File: src/rtl/mem_port_arbiter_if.sv
// Bus bundle between the CPU fetch/data ports, the arbiter and the unified memory.
// The slave modport is the arbiter's view; the master modport is the CPU + memory side.
interface mem_port_arbiter_if;
   logic        if_req;
   logic [31:0] if_addr;
   logic        if_gnt;
   logic        if_rvalid;
   logic [31:0] if_rdata;

   logic        d_req;
   logic        d_we;
   logic [31:0] d_addr;
   logic [31:0] d_wdata;
   logic        d_gnt;
   logic        d_rvalid;
   logic [31:0] d_rdata;

   logic        mem_en;
   logic        mem_we;
   logic [31:0] mem_addr;
   logic [31:0] mem_wdata;
   logic [31:0] mem_rdata;

   modport slave (
      input  if_req, if_addr, d_req, d_we, d_addr, d_wdata, mem_rdata,
      output if_gnt, if_rvalid, if_rdata, d_gnt, d_rvalid, d_rdata,
      output mem_en, mem_we, mem_addr, mem_wdata
   );

   modport master (
      output if_req, if_addr, d_req, d_we, d_addr, d_wdata, mem_rdata,
      input  if_gnt, if_rvalid, if_rdata, d_gnt, d_rvalid, d_rdata,
      input  mem_en, mem_we, mem_addr, mem_wdata
   );
endinterface

File: src/rtl/mem_port_arbiter.sv
// Shares one fixed-latency single-port memory between the instruction-fetch and data ports.
// One access in flight at a time; arbitration only in IDLE and RESP.
module mem_port_arbiter #(
   parameter int MEM_LAT   = 1,
   parameter bit PRIO_MODE = 1'b0
) (
   input  logic               clk,
   input  logic               reset,
   mem_port_arbiter_if.slave  bus,
   output logic               busy
);

   localparam int CNT_W = $clog2(MEM_LAT + 1);
   localparam logic [CNT_W-1:0] CNT_INIT = CNT_W'(MEM_LAT - 1);

   typedef enum logic [1:0] {IDLE, WAIT, RESP} state_t;
   typedef enum logic {PORT_IF = 1'b0, PORT_D = 1'b1} port_t;

   state_t           state, state_nxt;
   logic [CNT_W-1:0] cnt, cnt_nxt;
   port_t            owner, owner_nxt;
   port_t            last_owner, last_owner_nxt;
   logic             owner_we, owner_we_nxt;
   logic             capture;
   port_t            winner;
   logic [31:0]      if_rdata_q;
   logic [31:0]      d_rdata_q;

   always_ff @(posedge clk) begin
      if (reset) begin
         state      <= IDLE;
         cnt        <= '0;
         owner      <= PORT_IF;
         last_owner <= PORT_D;
         owner_we   <= 1'b0;
         if_rdata_q <= '0;
         d_rdata_q  <= '0;
      end else begin
         state      <= state_nxt;
         cnt        <= cnt_nxt;
         owner      <= owner_nxt;
         last_owner <= last_owner_nxt;
         owner_we   <= owner_we_nxt;
         // Stores complete without touching the load-data register.
         if (capture) begin
            if (owner == PORT_IF) begin
               if_rdata_q <= bus.mem_rdata;
            end else if (!owner_we) begin
               d_rdata_q <= bus.mem_rdata;
            end
         end
      end
   end

   always_comb begin
      state_nxt      = state;
      cnt_nxt        = cnt;
      owner_nxt      = owner;
      last_owner_nxt = last_owner;
      owner_we_nxt   = owner_we;
      capture        = 1'b0;
      winner         = PORT_IF;
      bus.if_gnt     = 1'b0;
      bus.d_gnt      = 1'b0;
      bus.mem_en     = 1'b0;
      bus.mem_we     = 1'b0;
      bus.mem_addr   = '0;
      bus.mem_wdata  = '0;

      // Round-robin hands a conflict to whichever port did not win last time.
      if (bus.if_req && bus.d_req) begin
         if (PRIO_MODE || (last_owner == PORT_IF)) begin
            winner = PORT_D;
         end
      end else if (bus.d_req) begin
         winner = PORT_D;
      end

      case (state)
         IDLE, RESP: begin
            if (bus.if_req || bus.d_req) begin
               state_nxt      = WAIT;
               cnt_nxt        = CNT_INIT;
               owner_nxt      = winner;
               last_owner_nxt = winner;
               bus.mem_en     = 1'b1;
               if (winner == PORT_D) begin
                  bus.d_gnt     = 1'b1;
                  bus.mem_we    = bus.d_we;
                  bus.mem_addr  = bus.d_addr;
                  bus.mem_wdata = bus.d_wdata;
                  owner_we_nxt  = bus.d_we;
               end else begin
                  bus.if_gnt    = 1'b1;
                  bus.mem_addr  = bus.if_addr;
                  owner_we_nxt  = 1'b0;
               end
            end else begin
               state_nxt = IDLE;
            end
         end
         WAIT: begin
            if (cnt == '0) begin
               capture   = 1'b1;
               state_nxt = RESP;
            end else begin
               cnt_nxt = cnt - 1'b1;
            end
         end
         default: state_nxt = IDLE;
      endcase

      if (reset) begin
         bus.if_gnt = 1'b0;
         bus.d_gnt  = 1'b0;
         bus.mem_en = 1'b0;
         bus.mem_we = 1'b0;
      end
   end

   assign bus.if_rvalid = !reset && (state == RESP) && (owner == PORT_IF);
   assign bus.d_rvalid  = !reset && (state == RESP) && (owner == PORT_D);
   assign bus.if_rdata  = if_rdata_q;
   assign bus.d_rdata   = d_rdata_q;
   assign busy          = (state != IDLE);

endmodule

File: src/flat_wrapper.sv
// flat-port wrapper written by rule: the top's interface ports become plain ports
module mem_port_arbiter_flat 
#(
   parameter int MEM_LAT   = 1,
   parameter bit PRIO_MODE = 1'b0
)
  (clk, reset, busy, bus_if_req, bus_if_addr, bus_d_req, bus_d_we, bus_d_addr, bus_d_wdata, bus_mem_rdata, bus_if_gnt, bus_if_rvalid, bus_if_rdata, bus_d_gnt, bus_d_rvalid, bus_d_rdata, bus_mem_en, bus_mem_we, bus_mem_addr, bus_mem_wdata);
  mem_port_arbiter_if bus_i ();
  input  logic clk;
  input  logic reset;
  output logic busy;
  input wire logic [$bits(bus_i.if_req)-1:0] bus_if_req;
  input wire logic [$bits(bus_i.if_addr)-1:0] bus_if_addr;
  input wire logic [$bits(bus_i.d_req)-1:0] bus_d_req;
  input wire logic [$bits(bus_i.d_we)-1:0] bus_d_we;
  input wire logic [$bits(bus_i.d_addr)-1:0] bus_d_addr;
  input wire logic [$bits(bus_i.d_wdata)-1:0] bus_d_wdata;
  input wire logic [$bits(bus_i.mem_rdata)-1:0] bus_mem_rdata;
  output wire logic [$bits(bus_i.if_gnt)-1:0] bus_if_gnt;
  output wire logic [$bits(bus_i.if_rvalid)-1:0] bus_if_rvalid;
  output wire logic [$bits(bus_i.if_rdata)-1:0] bus_if_rdata;
  output wire logic [$bits(bus_i.d_gnt)-1:0] bus_d_gnt;
  output wire logic [$bits(bus_i.d_rvalid)-1:0] bus_d_rvalid;
  output wire logic [$bits(bus_i.d_rdata)-1:0] bus_d_rdata;
  output wire logic [$bits(bus_i.mem_en)-1:0] bus_mem_en;
  output wire logic [$bits(bus_i.mem_we)-1:0] bus_mem_we;
  output wire logic [$bits(bus_i.mem_addr)-1:0] bus_mem_addr;
  output wire logic [$bits(bus_i.mem_wdata)-1:0] bus_mem_wdata;
  assign bus_i.if_req = bus_if_req;
  assign bus_i.if_addr = bus_if_addr;
  assign bus_i.d_req = bus_d_req;
  assign bus_i.d_we = bus_d_we;
  assign bus_i.d_addr = bus_d_addr;
  assign bus_i.d_wdata = bus_d_wdata;
  assign bus_i.mem_rdata = bus_mem_rdata;
  assign bus_if_gnt = bus_i.if_gnt;
  assign bus_if_rvalid = bus_i.if_rvalid;
  assign bus_if_rdata = bus_i.if_rdata;
  assign bus_d_gnt = bus_i.d_gnt;
  assign bus_d_rvalid = bus_i.d_rvalid;
  assign bus_d_rdata = bus_i.d_rdata;
  assign bus_mem_en = bus_i.mem_en;
  assign bus_mem_we = bus_i.mem_we;
  assign bus_mem_addr = bus_i.mem_addr;
  assign bus_mem_wdata = bus_i.mem_wdata;
  mem_port_arbiter #(.MEM_LAT(MEM_LAT), .PRIO_MODE(PRIO_MODE)) u_core (.clk(clk), .reset(reset), .bus(bus_i), .busy(busy));
endmodule
File: config.mk
export PLATFORM = sky130hd
export DESIGN_NAME = mem_port_arbiter_flat
export DESIGN_NICKNAME = d
export VERILOG_FILES = /design/src/rtl/mem_port_arbiter_if.sv /design/src/rtl/mem_port_arbiter.sv /design/src/flat_wrapper.sv
export SDC_FILE = /design/constraint.sdc
export NUM_CORES = 1
export LEC_CHECK = 0
export CORE_MARGIN = 2
export CORE_UTILIZATION = 33
export DETAILED_ROUTE_END_ITERATION = 8
export HOLD_SLACK_MARGIN = 0.06
export PLACE_DENSITY = 0.9
export SETUP_SLACK_MARGIN = 0.1
export SYNTH_ARGS = -nofsm -noshare
export SYNTH_HDL_FRONTEND = slang
export SYNTH_SLANG_ARGS = --single-unit
File: constraint.sdc
create_clock -name clk -period 2.3 [get_ports clk]
set_input_delay 0.69 -clock clk [delete_from_list [all_inputs] [get_ports clk]]
set_output_delay 0.69 -clock clk [all_outputs]
set_load 0.01 [all_outputs]
; ---- Word level (Yosys, flattened, before mapping)
; Index checks and enable logic that the tools add are counted.
[classes]
n_addsub = 1
n_eq_ne = 4
n_mux = 32
bitwise = 2
n_reduce_logical = 14
[ops]
columns = operator, count
row1 = $mux W32, 6
row2 = $mux W1, 23
row3 = $reduce_and A2 Y1, 3
row4 = $logic_and A1 B1 Y1, 4
row5 = $pmux W2 S2, 1
row6 = $reduce_bool A2 Y1, 2
row7 = $reduce_and A3 Y1, 1
row8 = $eq A2 B1 Y1 const B, 1
row9 = $eq A2 B2 Y1 const B, 1
row10 = $logic_not A2 Y1, 1
row11 = $mux W2, 1
row12 = $ne A2 B1 Y1 const B, 1
row13 = $ne A2 B2 Y1 const B, 1
row14 = $not A1 Y1, 2
row15 = $pmux W1 S2, 1
row16 = $reduce_or A2 Y1, 1
row17 = $logic_not A1 Y1, 1
row18 = $logic_or A1 B1 Y1, 1
row19 = $sub A1 B1 Y1 const B, 1
[totals]
regBits = 70
input_bits = 133

; ---- Longest topological paths before layout
[depth]
word_depth = 6
depth_mapped = 6
ltp_nobuf = 3

; ---- Worst setup path before layout
; No wires, ideal clock.
[synth_timing]
path_type = input-to-output
from = input bus_d_req
to = output bus_mem_addr[10]
t_arrival_ns = 1.570
t_required_ns = 1.610
slack_ns = 0.040
path_stages = 5
path_buffers = 2
path_cell_list = a21bo_2 -> buf_2 -> clkbuf_1 -> nand2_1 -> a21oi_1
[synth_via]
elab_chain_len = 5
elab_cells_between_ends = 7
cone_classes = mux (5) / reduce/logical (2)
[synth_rtl]
columns = item, line
row1 = from (decl), flat_wrapper.sv:14  ; input wire logic [$bits(bus_i.d_req)-1:0] bus_d_req;
row2 = $mux W1 / $logic_and A1 B1 Y1 (equally long branches), "mem_port_arbiter.sv:75, mem_port_arbiter.sv:71"
row3 = $mux W1, mem_port_arbiter.sv:71  ; if (bus.if_req && bus.d_req) begin
row4 = $mux W32, mem_port_arbiter.sv:87  ; if (winner == PORT_D) begin
row5 = $mux W32 *, mem_port_arbiter.sv:81  ; if (bus.if_req || bus.d_req) begin
row6 = $mux W32 *, mem_port_arbiter.sv:79  ; case (state)
row7 = to (decl), flat_wrapper.sv:27  ; output wire logic [$bits(bus_i.mem_addr)-1:0] bus_mem_addr;
; Mark *: on every way between the ends. The rest lies on a longest branch, timed or not.

; ---- Worst setup path in the final report
[layout_timing]
from = input bus_d_req
to = output bus_mem_wdata[28]
[layout_via]
elab_chain_len = 5
elab_cells_between_ends = 7
cone_classes = mux (5) / reduce/logical (2)
[layout_rtl]
columns = item, line
row1 = $mux W1 / $logic_and A1 B1 Y1 (equally long branches), "mem_port_arbiter.sv:75, mem_port_arbiter.sv:71"
row2 = $mux W1, mem_port_arbiter.sv:71
row3 = $mux W32, mem_port_arbiter.sv:87
row4 = $mux W32 *, mem_port_arbiter.sv:81
row5 = $mux W32 *, mem_port_arbiter.sv:79
row6 = to (decl), flat_wrapper.sv:28  ; output wire logic [$bits(bus_i.mem_wdata)-1:0] bus_mem_wdata;
; Marks and branches as above.

==> results_dict.tcl <==
set metrics [dict create \
    outcome "finished with violations" \
    violations "setup timing" \
    tns_ps -2530 \
    clock_latency_ps 350 \
    track_usage_pct 25.9 \
    grt_setup_unrepaired "true" \
    hpwl_mm 10.4 \
    setup_slack_ps -118 \
    die_area_um2 10600 \
    rows 36 \
    diodes 0 \
    io_pins 268 \
    antenna_found_initial 0 \
    cts.reportedPaths.clkPinSlew_ps 70 \
    cp-start-kind "primary input" \
    swShare_pct 28.5 \
    ant_nets 0 \
    cts_buffers 9 \
    fin_util_pct 71.6 \
    viasPerCell 4.85 \
    synth-simple-area-share_pct 32.6 \
    ys_seq_elements 69 \
    grt_overflow 0 \
    min_to "u_core.bus.d_rdata[12]$_SDFFE_PP0P_" \
    sequentialPowerShare_pct 36.7 \
    gp_congestion 0.860 \
    critical_path_class "in2out" \
    final_area_um2 6900 \
    slew_viol_final 0 \
    leakage_nw 2.80 \
    post_synth_xor_area_fraction_pct 0 \
    grt_pass1_wl_mm 21.2 \
    comb_power_share_pct 32.2 \
    cts_tree "built" \
    synthMuxAreaShare_pct 0 \
    synthCells 455 \
    grt_pass1_vias 4263 \
    r2r-end "u_core.bus.d_rdata[27]$_SDFFE_PP0P_" \
    hold_buffers 0 \
    clk_path_buf_depth 2 \
    cts_sinks 69 \
    h-tree-depth 3 \
    hold_path_depth 2 \
    via_count 4248 \
    cts-root-buf "clkbuf_8" \
    cp_data_required_time_ps 1610 \
    synth_compound_area_share_pct 17.5 \
    start_util_pct 33.5 \
    portBuffers 267 \
    drt_iter0_markers 150 \
    p_int_w 0.00249 \
    fp.coreArea_um2 9640 \
    die_h_um 103 \
    period_needed_ps 2420 \
    setup_viol 43 \
    reg2reg_depth 5 \
    relSlewSlack_pct 53.8 \
    rr_startpoint "u_core.state[0]$_SDFF_PP0_" \
    worstSetupEndpointType "output pin" \
    synth.net_count 588 \
    crit_fanout 8 \
    cp.buffers_inverters 5 \
    drcViolationCount 0 \
    first_pass_iters 4 \
    holdWs_ps 456 \
    hold_violations 0 \
    cp.arrival_ps 1730 \
    finClkSkew_ps 15.0 \
    min_path_type "reg2reg" \
    finalPower_w 0.00348 \
    nets 870 \
    peakVddDrop_v 0.000255 \
    hp-start "u_core.bus.d_rdata[12]$_SDFFE_PP0P_" \
    cap_violations 0 \
    place_area_um2 6200 \
    worstMarginPinSlew_ps 693 \
    cpLargestDelayFamily "buffers and inverters" \
    powerDensity_nw_per_um2 504 \
    reg2reg_setup_slack_ps 660 \
    finalCritPeriodShare_pct 105 \
    syn_to_final_growth_pct 114 \
    synth_area_um2 3230 \
    crit_path_frequent_cell "buf_12" \
    synthAdderAreaFrac_pct 0 \
    die_x_um 103 \
    yosys_warnings 0 \
    synth_top_family_by_area "simple AND/OR/NAND/NOR gates" \
    avgSynthCellArea_um2 7.10 \
    path_cells "buf_6 -> a21boi_4 -> buf_12 -> buf_12 -> buf_12 -> and3_4 -> buf_6" \
    seq_area_frac_synth_pct 42.7 \
    p_sw_w 0.000993 \
    drive_gt1_share_pct 32.1 \
    routedWlPerCell_um 16.5 \
    yosysUniqueCellTypes 28 \
    drt-total-wl_mm 14.4 \
    p_clk_share_pct 31.1 \
    cp_slowest_cell "a21boi_4" \
    max_stage_delay_ps 240 \
    fmax_mhz 414 \
    grt_max_degree 65 \
]
## cell usage in the layout (no fill, tap or decap), drive strengths merged, types with 2 or more instances in the layout
master / n
nor3: 3
clkinvlp: 2
nand2: 193
dlygate4sd2: 2
nor2: 4
clkdlybuf4s50: 193
dfxtp: 69
buf: 116
inv: 2
a21oi: 98
and3: 32
bufinv: 2
clkinv: 2
clkbuf: 11
## per-layer routing
layer / global-route usage (%) / routed length, µm
met3: 6.64 / 1110
met1: 26.4 / 5000
met4: 11.4 / 510
met2: 49.4 / 7820
met5: 0 / 0
## stage by stage
step	worst slack (ps)	cells
after floorplan	85.1	455
after global placement	-837	834
after detailed placement	-865	834
after CTS	-111	877
after global routing	-153	875
final	-118	875
## cells by family after synthesis
family | Yosys count
simple gates | 240
compound gates | 103
flops | 69
buf+inv | 43
## cell type report
cell class / instances / area (µm²)
clock buffer: 9 / 124
multi-input combinational: 343 / 2020
timing repair buffer: 313 / 3110
fill: 726 / 2740
inverter: 1 / 3.75
sequential: 69 / 1380
clock inverter: 7 / 97.6
tap: 133 / 166
## registers in the layout, summed over array words and instances, names as in the netlist
name / flops
u_core.owner: 1
u_core.last_owner: 1
u_core.bus.if_rdata: 32
u_core.owner_we: 1
u_core.state: 2
u_core.bus.d_rdata: 32
## timing repair
action,4_1_cts,5_1_grt
endpoints found under the setup margin,71,69
cloned,8,0
pin swaps,25,20
setup buffers,19,1
resized for setup,368,39
## power by group through the flow
stage	Clock, W	Combinational (W)	Sequential (W)
4_1_cts	0.00111	0.00110	0.00128
6_report	0.00108	0.00112	0.00128
2_1_floorplan	0	0.000359	0.00132
3_3_place_gp	0	0.000956	0.00130
3_5_place_dp	0	0.000974	0.00130
5_1_grt	0.00116	0.00119	0.00128
## how the worst max path moves through the flow
stage                          start           endpoint  slack (ps)  cells past startpoint
after floorplan            bus_d_req   bus_mem_addr[22]          90                      5
after global placement    bus_if_req    bus_mem_addr[1]        -840                      6
after detailed placement   bus_d_req  bus_mem_wdata[26]        -860                      6
after CTS                  bus_d_req  bus_mem_wdata[26]        -110                      7
after global routing       bus_d_req  bus_mem_wdata[28]        -150                      7
final                      bus_d_req  bus_mem_wdata[28]        -120                      7
## cell usage after synthesis
library cell  count  share of area [%]
buf_6             3                1.0
buf_1             1               0.12
nor3_1            3               0.46
clkbuf_1         17                2.0
nor4b_1           1               0.27
a21oi_2          10                2.7
and4bb_2          1               0.39
a22oi_1           1               0.23
nor4bb_1          1               0.31
buf_8             1               0.46
or3b_1            1               0.27
nand4bb_1         1               0.35
a21bo_2           1               0.31
nand3_1           1               0.15
a21boi_1          1               0.23
buf_2            16                2.5
or2_2             1               0.19
o21bai_1          1               0.23
buf_4             4               0.93
nand2_2          10                1.9
nand2_1         183                 21
dfxtp_1          69                 43
a21oi_1          88                 14
nor2_1            4               0.46
nor3b_2           1               0.39
and3_1           32                6.2
o21ai_0           1               0.15
inv_1             1               0.12
## worst min-delay path, cell delays in order, from the launching register on
cell and delay [ps]:
dfxtp_1 310, nand2_1 50, a21oi_1 50
Note: power is estimated with default switching activity, not from simulation.
